===== config.mk =====
export PLATFORM = sky130hd
export DESIGN_NAME = can_rx_deframer
export DESIGN_NICKNAME = d
export VERILOG_FILES = /design/src/rtl/can_pkg.sv /design/src/rtl/can_destuff.sv /design/src/rtl/can_rx_deframer.sv
export SDC_FILE = /design/constraint.sdc
export NUM_CORES = 1
export LEC_CHECK = 0
export BUFFER_PORTS_ARGS = -buffer_cell sky130_fd_sc_hd__buf_2
export CAP_MARGIN = 5
export CELL_PAD_IN_SITES_DETAIL_PLACEMENT = 0
export CELL_PAD_IN_SITES_GLOBAL_PLACEMENT = 1
export CORE_ASPECT_RATIO = 2
export CORE_UTILIZATION = 50
export CTS_BUF_LIST = sky130_fd_sc_hd__clkbuf_4
export DETAILED_ROUTE_END_ITERATION = 16
export PLACE_DENSITY = 0.8
export SYNTH_ARGS = -nofsm -noshare
export SYNTH_HDL_FRONTEND = slang
export SYNTH_HIERARCHICAL = 1
export SYNTH_SLANG_ARGS = --single-unit
export TNS_END_PERCENT = 20

===== constraint.sdc =====
create_clock -name can_clk -period 9.55 [get_ports can_clk]
set_input_delay 1.91 -clock can_clk [delete_from_list [all_inputs] [get_ports can_clk]]
set_output_delay 1.91 -clock can_clk [all_outputs]
set_load 0.03 [all_outputs]

===== src/rtl/can_pkg.sv =====
// Shared types and constants for the CAN receive path: FSM states, error
// codes, CRC-15 polynomial and field widths.
package can_pkg;

   typedef enum logic [3:0] {
      IDLE,
      ARB,
      CTRL,
      DATA,
      CRC,
      CRC_DEL,
      ACK,
      ACK_DEL,
      EOF
   } can_state_t;

   localparam logic [2:0] ERR_NONE  = 3'd0;
   localparam logic [2:0] ERR_STUFF = 3'd1;
   localparam logic [2:0] ERR_FORM  = 3'd2;
   localparam logic [2:0] ERR_CRC   = 3'd3;
   localparam logic [2:0] ERR_IDE   = 3'd4;

   localparam logic [14:0] CRC15_POLY = 15'h4599;
   localparam int ID_W  = 11;
   localparam int DLC_W = 4;

   // One serial CRC-15 step for a single destuffed bit.
   function automatic logic [14:0] crc15_next(input logic [14:0] crc, input logic b);
      return {crc[13:0], 1'b0} ^ ((b ^ crc[14]) ? CRC15_POLY : 15'h0);
   endfunction

endpackage


===== src/rtl/can_destuff.sv =====
// Bit destuffer: drops the bit after five equal bits and flags a stuff error
// when that bit does not toggle. init seeds the run with the SOF bit.
module can_destuff (
   input  logic can_clk,
   input  logic reset,
   input  logic bit_en,
   input  logic bit_in,
   input  logic init,
   input  logic enable,
   output logic dbit,
   output logic dvalid,
   output logic stuff_err
);

   logic       run_bit;
   logic [2:0] run_len;
   logic       is_stuff;

   assign is_stuff  = (run_len == 3'd5);
   assign dbit      = bit_in;
   assign dvalid    = bit_en & enable & ~is_stuff;
   assign stuff_err = bit_en & enable & is_stuff & (bit_in == run_bit);

   // A discarded stuff bit starts a fresh run of length one.
   always_ff @(posedge can_clk or posedge reset) begin
      if (reset) begin
         run_bit <= 1'b1;
         run_len <= 3'd0;
      end else if (bit_en) begin
         if (init) begin
            run_bit <= bit_in;
            run_len <= 3'd1;
         end else if (enable) begin
            if (is_stuff || bit_in != run_bit) begin
               run_bit <= bit_in;
               run_len <= 3'd1;
            end else begin
               run_len <= run_len + 3'd1;
            end
         end
      end
   end

endmodule


===== src/rtl/can_rx_deframer.sv =====
// Standard-format CAN frame receiver: bus integration, destuffing, field
// parsing, CRC-15 and form checks, one-cycle valid/error pulses.
module can_rx_deframer
   import can_pkg::*;
#(
   parameter int EOF_BITS  = 7,
   parameter int IDLE_BITS = 11,
   parameter int MAX_BYTES = 8
) (
   input  logic              can_clk,
   input  logic              reset,
   input  logic              bit_en,
   input  logic              can_lo_in,
   output logic [ID_W-1:0]   rx_id,
   output logic              rx_rtr,
   output logic [DLC_W-1:0]  rx_dlc,
   output logic [63:0]       rx_data,
   output logic              rx_valid,
   output logic              rx_error,
   output logic [2:0]        err_code,
   output logic              busy
);

   localparam logic [7:0] IDLE_MAX    = 8'(IDLE_BITS);
   localparam logic [7:0] IDLE_PRESET = 8'(IDLE_BITS - EOF_BITS - 3);
   localparam logic [6:0] EOF_LAST    = 7'(EOF_BITS - 1);
   localparam logic [3:0] MAX_B       = 4'(MAX_BYTES);

   can_state_t        state;
   logic [7:0]        idle_cnt;
   logic [6:0]        bit_cnt;
   logic [6:0]        data_bits;
   logic [ID_W-1:0]   id_sh;
   logic              rtr_sh;
   logic [DLC_W-1:0]  dlc_sh;
   logic [DLC_W-1:0]  dlc_next;
   logic [3:0]        n_bytes;
   logic [63:0]       data_sh;
   logic [5:0]        data_idx;
   logic [14:0]       crc_calc;
   logic [13:0]       crc_rx;
   logic [14:0]       crc_rx_next;
   logic              crc_bad;
   logic              sof;
   logic              dbit;
   logic              dvalid;
   logic              stuff_err;
   logic              err_hit;
   logic [2:0]        err_sel;

   assign sof         = (state == IDLE) && !can_lo_in && (idle_cnt == IDLE_MAX);
   assign crc_rx_next = {crc_rx, dbit};
   assign data_idx    = {bit_cnt[5:3], ~bit_cnt[2:0]};

   can_destuff u_destuff (
      .can_clk   (can_clk),
      .reset     (reset),
      .bit_en    (bit_en),
      .bit_in    (can_lo_in),
      .init      (sof),
      .enable    (state inside {ARB, CTRL, DATA, CRC}),
      .dbit      (dbit),
      .dvalid    (dvalid),
      .stuff_err (stuff_err)
   );

   // Byte count is decided on the last DLC bit, so it looks at the incoming bit.
   always_comb begin
      dlc_next = {dlc_sh[DLC_W-2:0], dbit};
      if (rtr_sh)                n_bytes = 4'd0;
      else if (dlc_next > MAX_B) n_bytes = MAX_B;
      else                       n_bytes = dlc_next;
   end

   always_comb begin
      err_hit = 1'b0;
      err_sel = ERR_NONE;
      if (bit_en) begin
         if (stuff_err) begin
            err_hit = 1'b1;
            err_sel = ERR_STUFF;
         end else begin
            case (state)
               CTRL: if (dvalid && bit_cnt == 7'd0 && dbit) begin
                  err_hit = 1'b1;
                  err_sel = ERR_IDE;
               end
               CRC_DEL: if (crc_bad) begin
                  err_hit = 1'b1;
                  err_sel = ERR_CRC;
               end else if (!can_lo_in) begin
                  err_hit = 1'b1;
                  err_sel = ERR_FORM;
               end
               ACK_DEL, EOF: if (!can_lo_in) begin
                  err_hit = 1'b1;
                  err_sel = ERR_FORM;
               end
               default: ;
            endcase
         end
      end
   end

   always_ff @(posedge can_clk or posedge reset) begin
      if (reset) begin
         state     <= IDLE;
         idle_cnt  <= 8'd0;
         bit_cnt   <= 7'd0;
         data_bits <= 7'd0;
         id_sh     <= '0;
         rtr_sh    <= 1'b0;
         dlc_sh    <= '0;
         data_sh   <= 64'd0;
         crc_calc  <= 15'd0;
         crc_rx    <= 14'd0;
         crc_bad   <= 1'b0;
         rx_id     <= '0;
         rx_rtr    <= 1'b0;
         rx_dlc    <= '0;
         rx_data   <= 64'd0;
         rx_valid  <= 1'b0;
         rx_error  <= 1'b0;
         err_code  <= ERR_NONE;
         busy      <= 1'b0;
      end else begin
         rx_valid <= 1'b0;
         rx_error <= 1'b0;
         if (err_hit) begin
            rx_error <= 1'b1;
            err_code <= err_sel;
            state    <= IDLE;
            busy     <= 1'b0;
            idle_cnt <= 8'd0;
         end else if (bit_en) begin
            case (state)
               IDLE: begin
                  if (can_lo_in) begin
                     if (idle_cnt != IDLE_MAX) idle_cnt <= idle_cnt + 8'd1;
                  end else if (sof) begin
                     state    <= ARB;
                     busy     <= 1'b1;
                     bit_cnt  <= 7'd0;
                     data_sh  <= 64'd0;
                     crc_calc <= crc15_next(15'd0, 1'b0);
                  end else begin
                     idle_cnt <= 8'd0;
                  end
               end
               ARB: if (dvalid) begin
                  crc_calc <= crc15_next(crc_calc, dbit);
                  if (bit_cnt == 7'd11) begin
                     rtr_sh  <= dbit;
                     bit_cnt <= 7'd0;
                     state   <= CTRL;
                  end else begin
                     id_sh   <= {id_sh[ID_W-2:0], dbit};
                     bit_cnt <= bit_cnt + 7'd1;
                  end
               end
               // IDE and r0 also pass through dlc_sh; only the last four bits stay.
               CTRL: if (dvalid) begin
                  crc_calc <= crc15_next(crc_calc, dbit);
                  dlc_sh   <= dlc_next;
                  if (bit_cnt == 7'd5) begin
                     data_bits <= {n_bytes, 3'b000};
                     bit_cnt   <= 7'd0;
                     state     <= (n_bytes == 4'd0) ? CRC : DATA;
                  end else begin
                     bit_cnt <= bit_cnt + 7'd1;
                  end
               end
               DATA: if (dvalid) begin
                  crc_calc          <= crc15_next(crc_calc, dbit);
                  data_sh[data_idx] <= dbit;
                  if (bit_cnt == data_bits - 7'd1) begin
                     bit_cnt <= 7'd0;
                     state   <= CRC;
                  end else begin
                     bit_cnt <= bit_cnt + 7'd1;
                  end
               end
               CRC: if (dvalid) begin
                  crc_rx <= crc_rx_next[13:0];
                  if (bit_cnt == 7'd14) begin
                     crc_bad <= (crc_rx_next != crc_calc);
                     state   <= CRC_DEL;
                  end else begin
                     bit_cnt <= bit_cnt + 7'd1;
                  end
               end
               CRC_DEL: state <= ACK;
               ACK:     state <= ACK_DEL;
               ACK_DEL: begin
                  bit_cnt <= 7'd0;
                  state   <= EOF;
               end
               EOF: begin
                  if (bit_cnt == EOF_LAST) begin
                     rx_valid <= 1'b1;
                     rx_id    <= id_sh;
                     rx_rtr   <= rtr_sh;
                     rx_dlc   <= dlc_sh;
                     rx_data  <= data_sh;
                     state    <= IDLE;
                     busy     <= 1'b0;
                     idle_cnt <= IDLE_PRESET;
                  end else begin
                     bit_cnt <= bit_cnt + 7'd1;
                  end
               end
               default: state <= IDLE;
            endcase
         end
      end
   end

endmodule


Yosys cells after proc, flatten, opt, wreduce, memory -nomap -nowiden
Index checks and enable logic that the tools add are counted.

storage, ports and cells
  flip-flop bits (word level) = 223

operators by class
  add/sub/neg operators = 4
  $lt $le $gt $ge = 3
  eq/ne operators = 41
  mux-type cells = 77
  bitwise operators = 10
  reduce and logical (&&, ||, !) cells = 35

operator list
  cell                                                                     count
  64-bit 2-to-1 mux                                                        3
  64-bit one-hot mux with 2 select lines                                   1
  7-bit 2-to-1 mux                                                         11
  64-bit bitwise mux                                                       1
  15-bit 2-to-1 mux                                                        4
  4-bit 2-to-1 mux                                                         15
  7-bit one-hot mux with 7 select lines                                    1
  8-bit 2-to-1 mux                                                         6
  4-bit one-hot mux with 9 select lines                                    1
  15-bit one-hot mux with 2 select lines                                   1
  5-bit AND reduction                                                      6
  3-bit 2-to-1 mux                                                         7
  3-bit inequality test, second input constant                             7
  1-bit 2-to-1 mux                                                         19
  4-bit by 3-bit equality test with 1-bit output, second input constant    4
  2-bit inequality test, second input constant                             8
  8-bit one-hot mux with 2 select lines                                    1
  15-bit inequality test                                                   1
  15-bit bitwise XOR                                                       1
  7-bit by 3-bit equality test with 1-bit output, second input constant    2
  7-bit by 4-bit equality test with 1-bit output, second input constant    2
  3-bit by 2-bit inequality test with 1-bit output, second input constant  4
  12-bit AND reduction                                                     1
  4-bit AND reduction                                                      3
  other kinds (43)                                                         60

Longest topological paths before layout
Gate-level depths: netlist of run 1.

  word-level depth = 12
  mapped depth = 14

Modules after synthesis
Netlist of run 1, hierarchy kept.

by module, submodules not included
  module           instances  cells an instance  area each (µm²)  sequential area each (µm²)
  can_rx_deframer  1          962                10,502.6         5,480.3
  can_destuff      1          28                 249.0            101.3

Least setup slack after synthesis of run 1
Ideal clock, no wire load.

  path type = input-to-reg
  start = input port bit_en
  end = register id_sh[0]
  arrival = 3.723 ns
  setup slack = 5.703 ns
  stages = 9
  path buffers = 1
  cells stage by stage = nand2_1 a21oi_1 nor3b_1 nand4_1 nor4b_2 and3_1 nand2_1 buf_4 mux2_2

on the way
  word-level cells in the longest chain between the ends = 10
  elaborated cells between the ends (all ways) = 12
  classes of those cells = mux (4); bitwise (5); reduce/logical (3)

RTL lines
  item                                   RTL line                RTL
  start: declaration                     can_rx_deframer.sv:12   input logic bit_en,
  1-bit AND (*) (2 in series)            can_destuff.sv:21       assign dvalid = bit_en & enable & ~is_stuff;
  net dvalid                             can_rx_deframer.sv:46   logic dvalid;
  1-bit logical AND (2 in series)        can_rx_deframer.sv:84   CTRL: if (dvalid && bit_cnt == 7'd0 && dbit) begin
  1-bit 2-to-1 mux                       can_rx_deframer.sv:84
  1-bit one-hot mux with 3 select lines  can_rx_deframer.sv:83   case (state)
  1-bit 2-to-1 mux                       can_rx_deframer.sv:79   if (stuff_err) begin
  1-bit 2-to-1 mux                       can_rx_deframer.sv:78   if (bit_en) begin
  1-bit NOT (no line)                    -
  5-bit AND reduction (no line) (*)      -
  end signal: assignment                 can_rx_deframer.sv:157  id_sh <= {id_sh[ID_W-2:0], dbit};
  end: declaration                       can_rx_deframer.sv:33   logic [ID_W-1:0] id_sh;

The timed path passes the listed nets; every way through them passes the cells marked *.
A chain may end at the register's enable or synchronous reset.

Worst setup path after layout of run 1
  start = input port can_lo_in
  end = register rx_data[57]

on the way
  elaborated cells between the ends (all ways) = 11
  classes of those cells = eq/ne (1); mux (6); bitwise (2); reduce/logical (2)

RTL lines
  item                           RTL line                RTL
  start: declaration             can_rx_deframer.sv:13   input logic can_lo_in,
  1-bit equality test            can_destuff.sv:22       assign stuff_err = bit_en & enable & is_stuff & (bit_in == run_bit);
  1-bit AND                      can_destuff.sv:22
  net stuff_err                  can_rx_deframer.sv:47   logic stuff_err;
  1-bit 2-to-1 mux               can_rx_deframer.sv:79
  1-bit 2-to-1 mux               can_rx_deframer.sv:78
  1-bit NOT (no line)            -
  4-bit AND reduction (no line)  -
  end signal: assignment         can_rx_deframer.sv:204  rx_data <= data_sh;
  end: declaration               can_rx_deframer.sv:17   output logic [63:0] rx_data,

The timed path passes the listed nets, and every way through them passes these cells.

==> run metrics, run 1 <==
status completed; via count slightly below 8000; Fillers 1938; Max Root-Sink Buffers 3; post-synthesis cell count 990; Synth Area in XOR/XNOR 2.421%; Post-synth EDFFs 0; Finish-stage setup viols 0; post-synthesis compound-gate area fraction under 10%; Reg2Reg Setup Slack between 4 and 5 ns; hold depth 2; # H-tree levels 2; Post-CTS Repair Setup Buffers 0; Cell Area, Synth 0.01075 mm²; root buffer cell clkbuf_4; multiplexer share of the synthesized area roughly 18%; Fin Clk Skew 0.04187 ns; HPWL after DPL roughly 17000 µm; final worst path period need ~5.4 ns; Crit-path slowest cell nand2_4; worst-path fanout max between 80 and 90; count of standard-cell rows 75; first-pass GRT wire length ~42000 µm; Post-Route WL 25890 µm; Worst-path clk slew 0.06 ns; period utilisation layout between 50% and 60%; Slew Limit Headroom approximately 25%; Reg area 0.005582 mm²; f_max between 150 and 200 MHz; Total Power 2.536 mW; largest family of logic cells by synthesized area multiplexers; RSZ-0062 raised after global routing no; Yosys Warn Count 6; worst vdd ir 0.0001479 V; vias in the first global route 8051; Synth top area share between 50% and 60%; WHS Endpoint u_destuff/run_bit; die area 0.02213 mm²; RR Endpoint rx_data[57]; Post-Route Setup TNS 0 ns; clock sinks 223; Crit path required time 10.06 ns; worst setup path class in -> reg; Leakage Power 6.410 nW; Tightest Pin Transition 1.124 ns; Initial DRC Count 416; Syn Nets 1002; first drt pass iteration count 5; placer congestion estimate around 0.85; synthesized area per cell around 11 µm²; Num CTS Buffers 52; Die X 105.7 µm; Post-Synth Adder-Cell Area 0.9310%; ys flop type dfrtp_1; sequential fraction of the synthesis area 51.91%; hold path start u_destuff/run_bit; grt ovf 0; IO Pins 90; fin nets 1079; core area 0.02102 mm²; ANT nets after route 0; Syn-to-layout area delta 11.16%; number of port buffers 89; Worst path most repeated cell buf_4; CTS Hold Bufs 0; Worst Setup End Kind flip-flop; startpoint type of the worst setup path primary input; DR DRC count 0; number of distinct library cells after synthesis 69; post-CTS sizing 0; R2R Path Start state[0]; min-delay worst type reg -> reg; share of layout cells above drive strength 1 ~28%; Synth area leaders dfrtp_1 (52%), mux2_2 (12%), mux2i_1 (5.9%); Multi-input gate area 0.004801 mm²; final hold vios 0; Pwr Density 212.2 mW/mm²; Synth area leader dfrtp_1; DR WL/cell 18.77 µm; CTS tree done; worst skew pair latency 0.67 ns; Starting Density between 50% and 60%; vias per inst 5.679; Max-cap violations 0; Seq cells post-synth 223; Crit path largest cell delay 0.74 ns; initial antenna violation count 1; Arr. time, crit path 5.95 ns; Async S/R FF share, synth between 90% and 100%; largest net degree at the start of global routing 142; Max Slew Vio Count 0; GRT Overall Usage 24.11%; Reg2Reg Depth 11; Die H 209.4 µm; CP cell instances buf_2, buf_4, xor2_1, nor3_1, nand2b_1, nor4b_4, buf_4, nand2_4, mux2_2; Simple-Gate Fraction of Synth Area between 15 and 20%
-- state kept, by name, summed over array words and instances, names as in the netlist --
name               cells
data_sh               64
rx_data               64
crc_calc              15
crc_rx                14
id_sh                 11
rx_id                 11
idle_cnt               8
bit_cnt                7
data_bits              4
dlc_sh                 4
rx_dlc                 4
state                  4
err_code               3
u_destuff/run_len      3
busy                   1
crc_bad                1
rtr_sh                 1
rx_error               1
rx_rtr                 1
rx_valid               1
u_destuff/run_bit      1
-- kinds of logic (layout without fill, tap and decap cells) --
family / after synthesis / count (layout)
simple gates: 370 / 370
mux: 175 / 175
xor+xnor: 28 / 28
other cells: 0 / 1
flops: 223 / 223
buf+inv: 88 / 207
compound gates: 98 / 98
fa+ha+maj: 8 / 8
-- worst max-delay path, delay by kind of cell --
kind / cells / cell delay [ns]
mux: 1 / 0.54
buf+inv: 3 / 1.63
xor+xnor: 1 / 0.31
simple gates: 4 / 1.38
-- cells in the final DEF (no fill, tap or decap), types with 15 or more instances in the layout --
cell / Yosys / layout
buf_2: 24 / 89
clkbuf_4: 0 / 75
clkinv_1: 0 / 18
dfrtp_1: 222 / 222
inv_1: 16 / 15
mux2_2: 112 / 112
mux2i_1: 63 / 63
nand2_1: 58 / 57
nand3_1: 79 / 79
nor2_1: 90 / 89
nor3_1: 78 / 77
o21ai_0: 38 / 38
xor2_1: 18 / 18
-- Yosys cell counts, drive strengths merged, types with 7 or more instances --
library cell and number:
dfrtp 222, a21oi 7, nor3 78, nand2b 7, buf 43, nor2b 10, xnor2 9, inv 16
o21ai 39, nor2 91, mux2i 63, nand2 58, clkbuf 29, o31ai 12, xor2 18, nor4 7
ha 8, nand3 79, mux2 112
-- cell type report --
| cell class | instances | share of cell area [%] |
|---|---|---|
| well taps | 269 | 2.816 |
| clock inverters | 21 | 0.9108 |
| multi-input cells | 679 | 40.17 |
| inverters | 16 | 0.5653 |
| clock buffers | 75 | 4.711 |
| diodes | 1 | 0.02094 |
| repair buffers | 95 | 4.104 |
| flip-flops and latches | 223 | 46.70 |
-- routing by layer --
metal  vias up  track usage [%]  part of all wire (%)
li1       3682                -                     -
met1      3881            26.54                    37
met2       198            43.27                    54
met3        70            3.820                   3.9
met4         0            14.13                   5.4
met5         -                0                     0
-- how the worst max path moves through the flow --
stage | start | endpoint | slack, ns | cells past startpoint
after global routing | can_lo_in | data_sh[60] | 3.67 | 10
after floorplan | reset | bit_cnt[0] | 1.65 | 1
after detailed placement | can_lo_in | rx_data[45] | 3.45 | 9
after global placement | can_lo_in | data_sh[60] | 3.49 | 10
after CTS | can_lo_in | rx_data[57] | 4.15 | 9
final | can_lo_in | rx_data[57] | 4.11 | 9
-- power by group --
part           switching (mW)  total (mW)  internal (mW)
logic                   0.444       0.641          0.198
clock network           0.375       0.765          0.390
registers               0.112        1.13           1.02
-- through the flow --
step	cell area, µm²	cells	util, %	hold slack [ns]	worst slack, ns
finish	11950	1379	56.86	0.4680	4.108
floorplan	10750	990	-	0.4456	1.647
detailed placement	11280	1282	53.65	0.4590	3.454
CTS	11950	1378	56.85	0.4700	4.152
global route	11950	1379	56.86	0.4811	3.675
global placement	11280	1282	53.65	0.4577	3.492
Note: power is estimated with default switching activity, not from simulation.
==> run 2, diff against run 1 <==
==> constraint.sdc (replaced) <==
create_clock -name can_clk -period 5.33 [get_ports can_clk]
set_input_delay 1.066 -clock can_clk [delete_from_list [all_inputs] [get_ports can_clk]]
set_output_delay 1.066 -clock can_clk [all_outputs]
set_load 0.03 [all_outputs]
==> run 2 against run 1 <==
  * Clock power rose by 71%
  * Final area up 0.20%
  * Sequential share of layout area decreased by 0.092 points
  * Count of clock-buffer cells in the layout is 3 higher
  * Utilization grew 0.11 points
  * Largest cell class unchanged
  * Critical path type is now reg -> reg
  * Register-to-register slack worse by 3.2 ns
  * Wire length shrank 3.7%
  * Die area is the same
  * First-iteration DRC count increased by 7.7%
==> run metrics, run 2 (synthesized netlist as in run 1, its figures left out) <==
post-layout util 56.97% (was 56.86%); f_max roughly 250 MHz; final hold vios 0 (unchanged); Die H 209.4 µm (unchanged); largest net degree at the start of global routing 137 (was 142); Finish-stage setup viols 0 (unchanged); Starting Density 51.15% (unchanged); DR WL/cell 18.10 µm (was 18.77 µm); core area 0.02102 mm² (unchanged); Slew Limit Headroom 33.38% (was 24.77%); Tightest Pin Transition 0.9993 ns (was 1.124 ns); RSZ-0062 raised after global routing no (unchanged); pre-CTS setup slack 1.421 ns (was 3.454 ns); CTS Hold Bufs 0 (unchanged); Num CTS Buffers 50 (was 52); IO Pins 90 (unchanged); period utilisation layout approximately 75%; Initial DRC Count 448 (was 416); most common cell after layout, fill and taps aside dfrtp_1 (unchanged); Max-cap violations 0 (unchanged); worst setup path class reg -> reg (was in -> reg); worst-path fanout max 52 (was 81); GRT Overall Usage 23.48% (was 24.11%); initial antenna violation count 1 (unchanged); final worst path period need 4.021 ns; Post-CTS Repair Setup Buffers 0 (unchanged); die area 0.02213 mm² (unchanged); via count 7710 (was 7831); count of standard-cell rows 75 (unchanged); Max Slew Vio Count 0 (unchanged); vias per inst 5.599 (was 5.679); share of layout cells above drive strength 1 28.73% (was 27.77%); Fin Clk Skew 0.03231 ns (was 0.04187 ns); Crit path largest cell delay 0.56 ns (was 0.74 ns); DR DRC count 0 (unchanged); placer congestion estimate 0.8359 (was 0.8511); Crit-path slowest cell dfrtp_1 (was nand2_4); min-delay worst type in -> async (was reg -> reg); post-CTS sizing 0 (unchanged); grt ovf 0 (unchanged); ANT nets after route 0 (unchanged); HPWL after DPL 16620 µm (was 17340 µm); Hold WS 0.3222 ns (was 0.4680 ns); first-pass GRT wire length 40970 µm (was 41740 µm); Syn-to-layout area delta 11.38% (was 11.16%); clock sinks 223 (unchanged); Post-Route WL 24920 µm (was 25890 µm); worst skew pair latency 0.67 ns (about the same); worst vdd ir 0.0002092 V (was 0.0001479 V); Die X 105.7 µm (unchanged); Leakage Power 6.438 nW (was 6.410 nW); Max Root-Sink Buffers 3 (unchanged); Worst-path clk slew 0.07 ns (was 0.06 ns); number of port buffers 89 (unchanged); CP cell instances or2_2, and2_0, nor3_1, nand2_1, a21oi_1, nor3b_1, nand4_1, nor4b_4, nand2_4, buf_12, mux2_2 (was buf_2, buf_4, xor2_1, nor3_1, nand2b_1, nor4b_4, buf_4, nand2_4, mux2_2); status completed (unchanged); Crit path required time 5.86 ns (was 10.06 ns); # H-tree levels 2 (unchanged); Worst Setup End Kind flip-flop (unchanged); Arr. time, crit path 4.55 ns (was 5.95 ns); root buffer cell clkbuf_4 (unchanged); fin nets 1084 (was 1079); first drt pass iteration count 4 (was 5); Pwr Density 372.9 mW/mm² (was 212.2 mW/mm²); vias in the first global route 7921 (was 8051); Post-Route Setup TNS 0 ns (unchanged); most frequent cells in the layout dfrtp_1 (222), mux2_2 (112), nor2_1 (89), buf_2 (89), nand3_1 (79) (unchanged); Top Registers data_sh: 64 flops, rx_data: 64 flops, crc_calc: 15 flops (unchanged); CTS tree done (unchanged); setup ws final 1.309 ns (was 4.108 ns); startpoint type of the worst setup path flip-flop (was primary input)
==> run 2: path summary, 6_finish.rpt <==
| check | start | end | slack (ns) | depth (start not counted) |
|---|---|---|---|---|
| max in group asynchronous | reset | data_sh[12] | 3.80 | 3 |
| min | reset | u_destuff/run_len[2] | 0.32 | 2 |
| min reg2reg | err_code[0] | err_code[0] | 0.48 | 2 |
| max | state[1] | rx_data[45] | 1.31 | 11 |
| min in group can_clk | err_code[0] | err_code[0] | 0.48 | 2 |
| max reg2reg | state[1] | rx_data[45] | 1.31 | 11 |
==> run 2: cell type report <==
class                      count  area [µm²]
antenna                        1       2.502
inverter                      16       63.81
multi-input combinational    679        4801
sequential                   223        5582
clock inverter                 9       36.28
tap                          269       336.6
timing repair buffer         102       568.0
fill                        1931        9045
clock buffer                  78       585.6
==> run 2: per-stage QoR <==
step / instance area (µm²) / instances / total power, mW
after global placement: 11350 / 1289 / 3.162
final: 11980 / 1377 / 4.466
after CTS: 11970 / 1376 / 4.518
after detailed placement: 11350 / 1289 / 3.184
after global routing: 11980 / 1377 / 4.743
after floorplan: 10760 / 990 / 2.881
==> run 2: worst max-delay path: cells and delay by family (launching register included) <==
family                 cells  cell delay, ns
AO/OA/AOI/OAI              1            0.37
multiplexers               1            0.38
flip-flops                 1            0.56
AND/OR/NAND/NOR            8            2.19
buffers and inverters      1            0.31
==> run 2: metal layers <==
| layer | wire, µm | global-route usage, % |
|---|---|---|
| met2 | 13450 | 41.76 |
| met5 | 0 | 0 |
| met3 | 895 | 3.665 |
| met1 | 9485 | 26.93 |
| met4 | 1089 | 12.12 |
==> run 2: power breakdown <==
part | total, mW | switching, mW | internal, mW | leakage [nW]
Sequential | 1.98 | 0.157 | 1.82 | 3.09
Combinational | 1.17 | 0.803 | 0.367 | 2.97
Clock | 1.31 | 0.654 | 0.661 | 0.380
Total | 4.47 | 1.61 | 2.85 | 6.44
==> run 3, diff against run 2 <==
==> constraint.sdc (replaced) <==
create_clock -name can_clk -period 3.7 [get_ports can_clk]
set_input_delay 0.74 -clock can_clk [delete_from_list [all_inputs] [get_ports can_clk]]
set_output_delay 0.74 -clock can_clk [all_outputs]
set_load 0.03 [all_outputs]
==> run 3 against run 2 <==
  * Clock power grew 41%
  * Utilization is 0.51 points higher
  * Setup slack worse by 0.82 ns
  * Fmax grew 25%
  * Wire length increased by 2.1%
  * Hold slack improved by 0.14 ns
  * Critical path depth did not move
  * Sequential cell count is the same
  * Sequential share of layout area is 0.42 points lower
  * Global-route usage is 0.50 points higher
  * Via count is 1.9% higher
  * Power is 44% higher
  * Critical path type unchanged
  * Largest cell class unchanged
==> run metrics, run 3 (synthesized netlist as in run 1, its figures left out) <==
CTS tree done (unchanged); Num CTS Buffers 50 (unchanged); Worst-path clk slew 0.07 ns (about the same); Initial DRC Count 531 (was 448); Tightest Pin Transition 0.7547 ns (was 0.9993 ns); Fin Clk Skew 0.03900 ns (was 0.03231 ns); crit-path leading delay family simple AND/OR/NAND/NOR gates (unchanged); via count 7856 (was 7710); Pwr Density 534.0 mW/mm² (was 372.9 mW/mm²); startpoint type of the worst setup path flip-flop (unchanged); Max Slew Vio Count 0 (unchanged); first drt pass iteration count 5 (was 4); Leakage Power 6.490 nW (was 6.438 nW); Crit path largest cell delay 0.40 ns (was 0.56 ns); worst setup path class reg -> reg (unchanged); most frequent cells in the layout dfrtp_1 (222), mux2_2 (112), nor2_1 (89), buf_2 (89), nand3_1 (79) (unchanged); HPWL after DPL 16810 µm (was 16620 µm); Post-Route WL 25440 µm (was 24920 µm); DR DRC count 0 (unchanged); core area 0.02102 mm² (unchanged); Post-CTS Repair Setup Buffers 0 (unchanged); Syn-to-layout area delta 12.38% (was 11.38%); worst skew pair latency 0.67 ns (about the same); number of port buffers 89 (unchanged); Starting Density 51.15% (unchanged); WP buf/inv 0 (was 1); final worst path period need 3.209 ns (was 4.021 ns); vias per inst 5.660 (was 5.599); most common cell after layout, fill and taps aside dfrtp_1 (unchanged); Die H 209.4 µm (unchanged); CP cell instances or2_2, and2_0, nor3_1, nand2_1, a21oi_1, nor3b_1, nand4_1, nor4b_4, and3_1, nand2_1, mux2_2 (was or2_2, and2_0, nor3_1, nand2_1, a21oi_1, nor3b_1, nand4_1, nor4b_4, nand2_4, buf_12, mux2_2); fin nets 1096 (was 1084); IO Pins 90 (unchanged); Crit-path slowest cell mux2_2 (was dfrtp_1); worst-path fanout max 11 (was 52); DP Cell Count 1300 (was 1289); Worst path most repeated cell nand2_1; GRT Overall Usage 23.98% (was 23.48%); Die X 105.7 µm (unchanged); min-delay worst type reg -> reg (was in -> async); first-pass GRT wire length 41700 µm (was 40970 µm); Post-Route Setup TNS 0 ns (unchanged); DR WL/cell 18.33 µm (was 18.10 µm); Max Root-Sink Buffers 3 (unchanged); worst vdd ir 0.0003270 V (was 0.0002092 V); initial antenna violation count 1 (unchanged); vias in the first global route 7894 (was 7921); share of layout cells above drive strength 1 28.98% (was 28.73%); grt ovf 0 (unchanged); die area 0.02213 mm² (unchanged); largest net degree at the start of global routing 73 (was 137); status completed (unchanged); final hold vios 0 (unchanged); RSZ-0062 raised after global routing no (unchanged); # H-tree levels 2 (unchanged); f_max 311.6 MHz (was 248.7 MHz); Worst Setup End Kind flip-flop (unchanged); clock sinks 223 (unchanged); Crit path required time 4.26 ns (was 5.86 ns); period utilisation layout 86.73% (was 75.44%); Arr. time, crit path 3.76 ns (was 4.55 ns); final cell count without fillers 1388 (was 1377); ANT nets after route 0 (unchanged); root buffer cell clkbuf_4 (unchanged); count of standard-cell rows 75 (unchanged); Finish-stage setup viols 0 (unchanged); Fillers 1910 (was 1931); Max-cap violations 0 (unchanged); Top Registers data_sh: 64 flops, rx_data: 64 flops, crc_calc: 15 flops (unchanged); placer congestion estimate 0.8411 (was 0.8359); Slew Limit Headroom 49.50% (was 33.38%)
## run 3: cell types whose count changed in the layout (fill, tap and decap cells not counted), sizes merged
cell,change
buf,+11
clkinv,+4
clkbuf,-6
dlygate4sd3,+1
clkinvlp,+1
## run 3: what timing repair did
item                                   4_1_cts  5_1_grt
endpoints found under the hold margin        3        0
resized for setup                            0        0
hold buffers                                 1        0
## run 3: final timing paths
path,startpoint,to,slack [ns],cells after the start
worst min register to register,u_destuff/run_bit,u_destuff/run_bit,0.47,2
worst min-delay path,u_destuff/run_bit,u_destuff/run_bit,0.47,2
min in group asynchronous,reset,u_destuff/run_len[2],0.54,3
max in group asynchronous,reset,rx_dlc[1],2.28,4
worst max-delay path,state[0],id_sh[1],0.49,11
worst max register to register,state[0],id_sh[1],0.49,11
## run 3: power breakdown
part / switching, mW / leakage (nW) / internal (mW)
logic: 1.22 / 3.04 / 0.562
registers: 0.197 / 3.09 / 2.63
clock network: 0.954 / 0.359 / 0.892
## run 3: layer usage
| metal | GRT usage [%] | wire, µm | up-vias |
|---|---|---|---|
| met5 | 0 | 0 | - |
| met4 | 12.60 | 1184 | 0 |
| met3 | 3.913 | 1076 | 73 |
| met2 | 41.74 | 13460 | 201 |
| met1 | 28.15 | 9719 | 3870 |
| li1 | - | - | 3712 |
## run 3: cell type report
cell class	instances	area (µm²)	share of cell area, %
clock buffer	72	540.5	4.473
multi-input combinational	679	4801	39.73
inverter	16	63.81	0.5281
sequential	223	5582	46.19
tap	269	336.6	2.786
antenna	1	2.502	0.02071
clock inverter	14	58.81	0.4867
timing repair buffer	114	698.2	5.778
## run 3: through the flow
stage	worst slack, ns	hold slack [ns]	total power, mW	util [%]	area, µm²
after floorplan	0.1059	0.4456	4.150	-	10760
after global placement	0.5019	0.4568	4.628	54.57	11470
after detailed placement	0.4715	0.4594	4.643	54.57	11470
after CTS	0.4911	0.4668	6.519	57.47	12080
after global routing	0.2324	0.4800	6.841	57.48	12080
final	0.4908	0.4659	6.452	57.48	12080
## run 3: worst min-delay path, cell delays in order (launching register included)
cell and delay [ns]:
dfstp_2 0.38, nand2_1 0.05, nand2_1 0.04
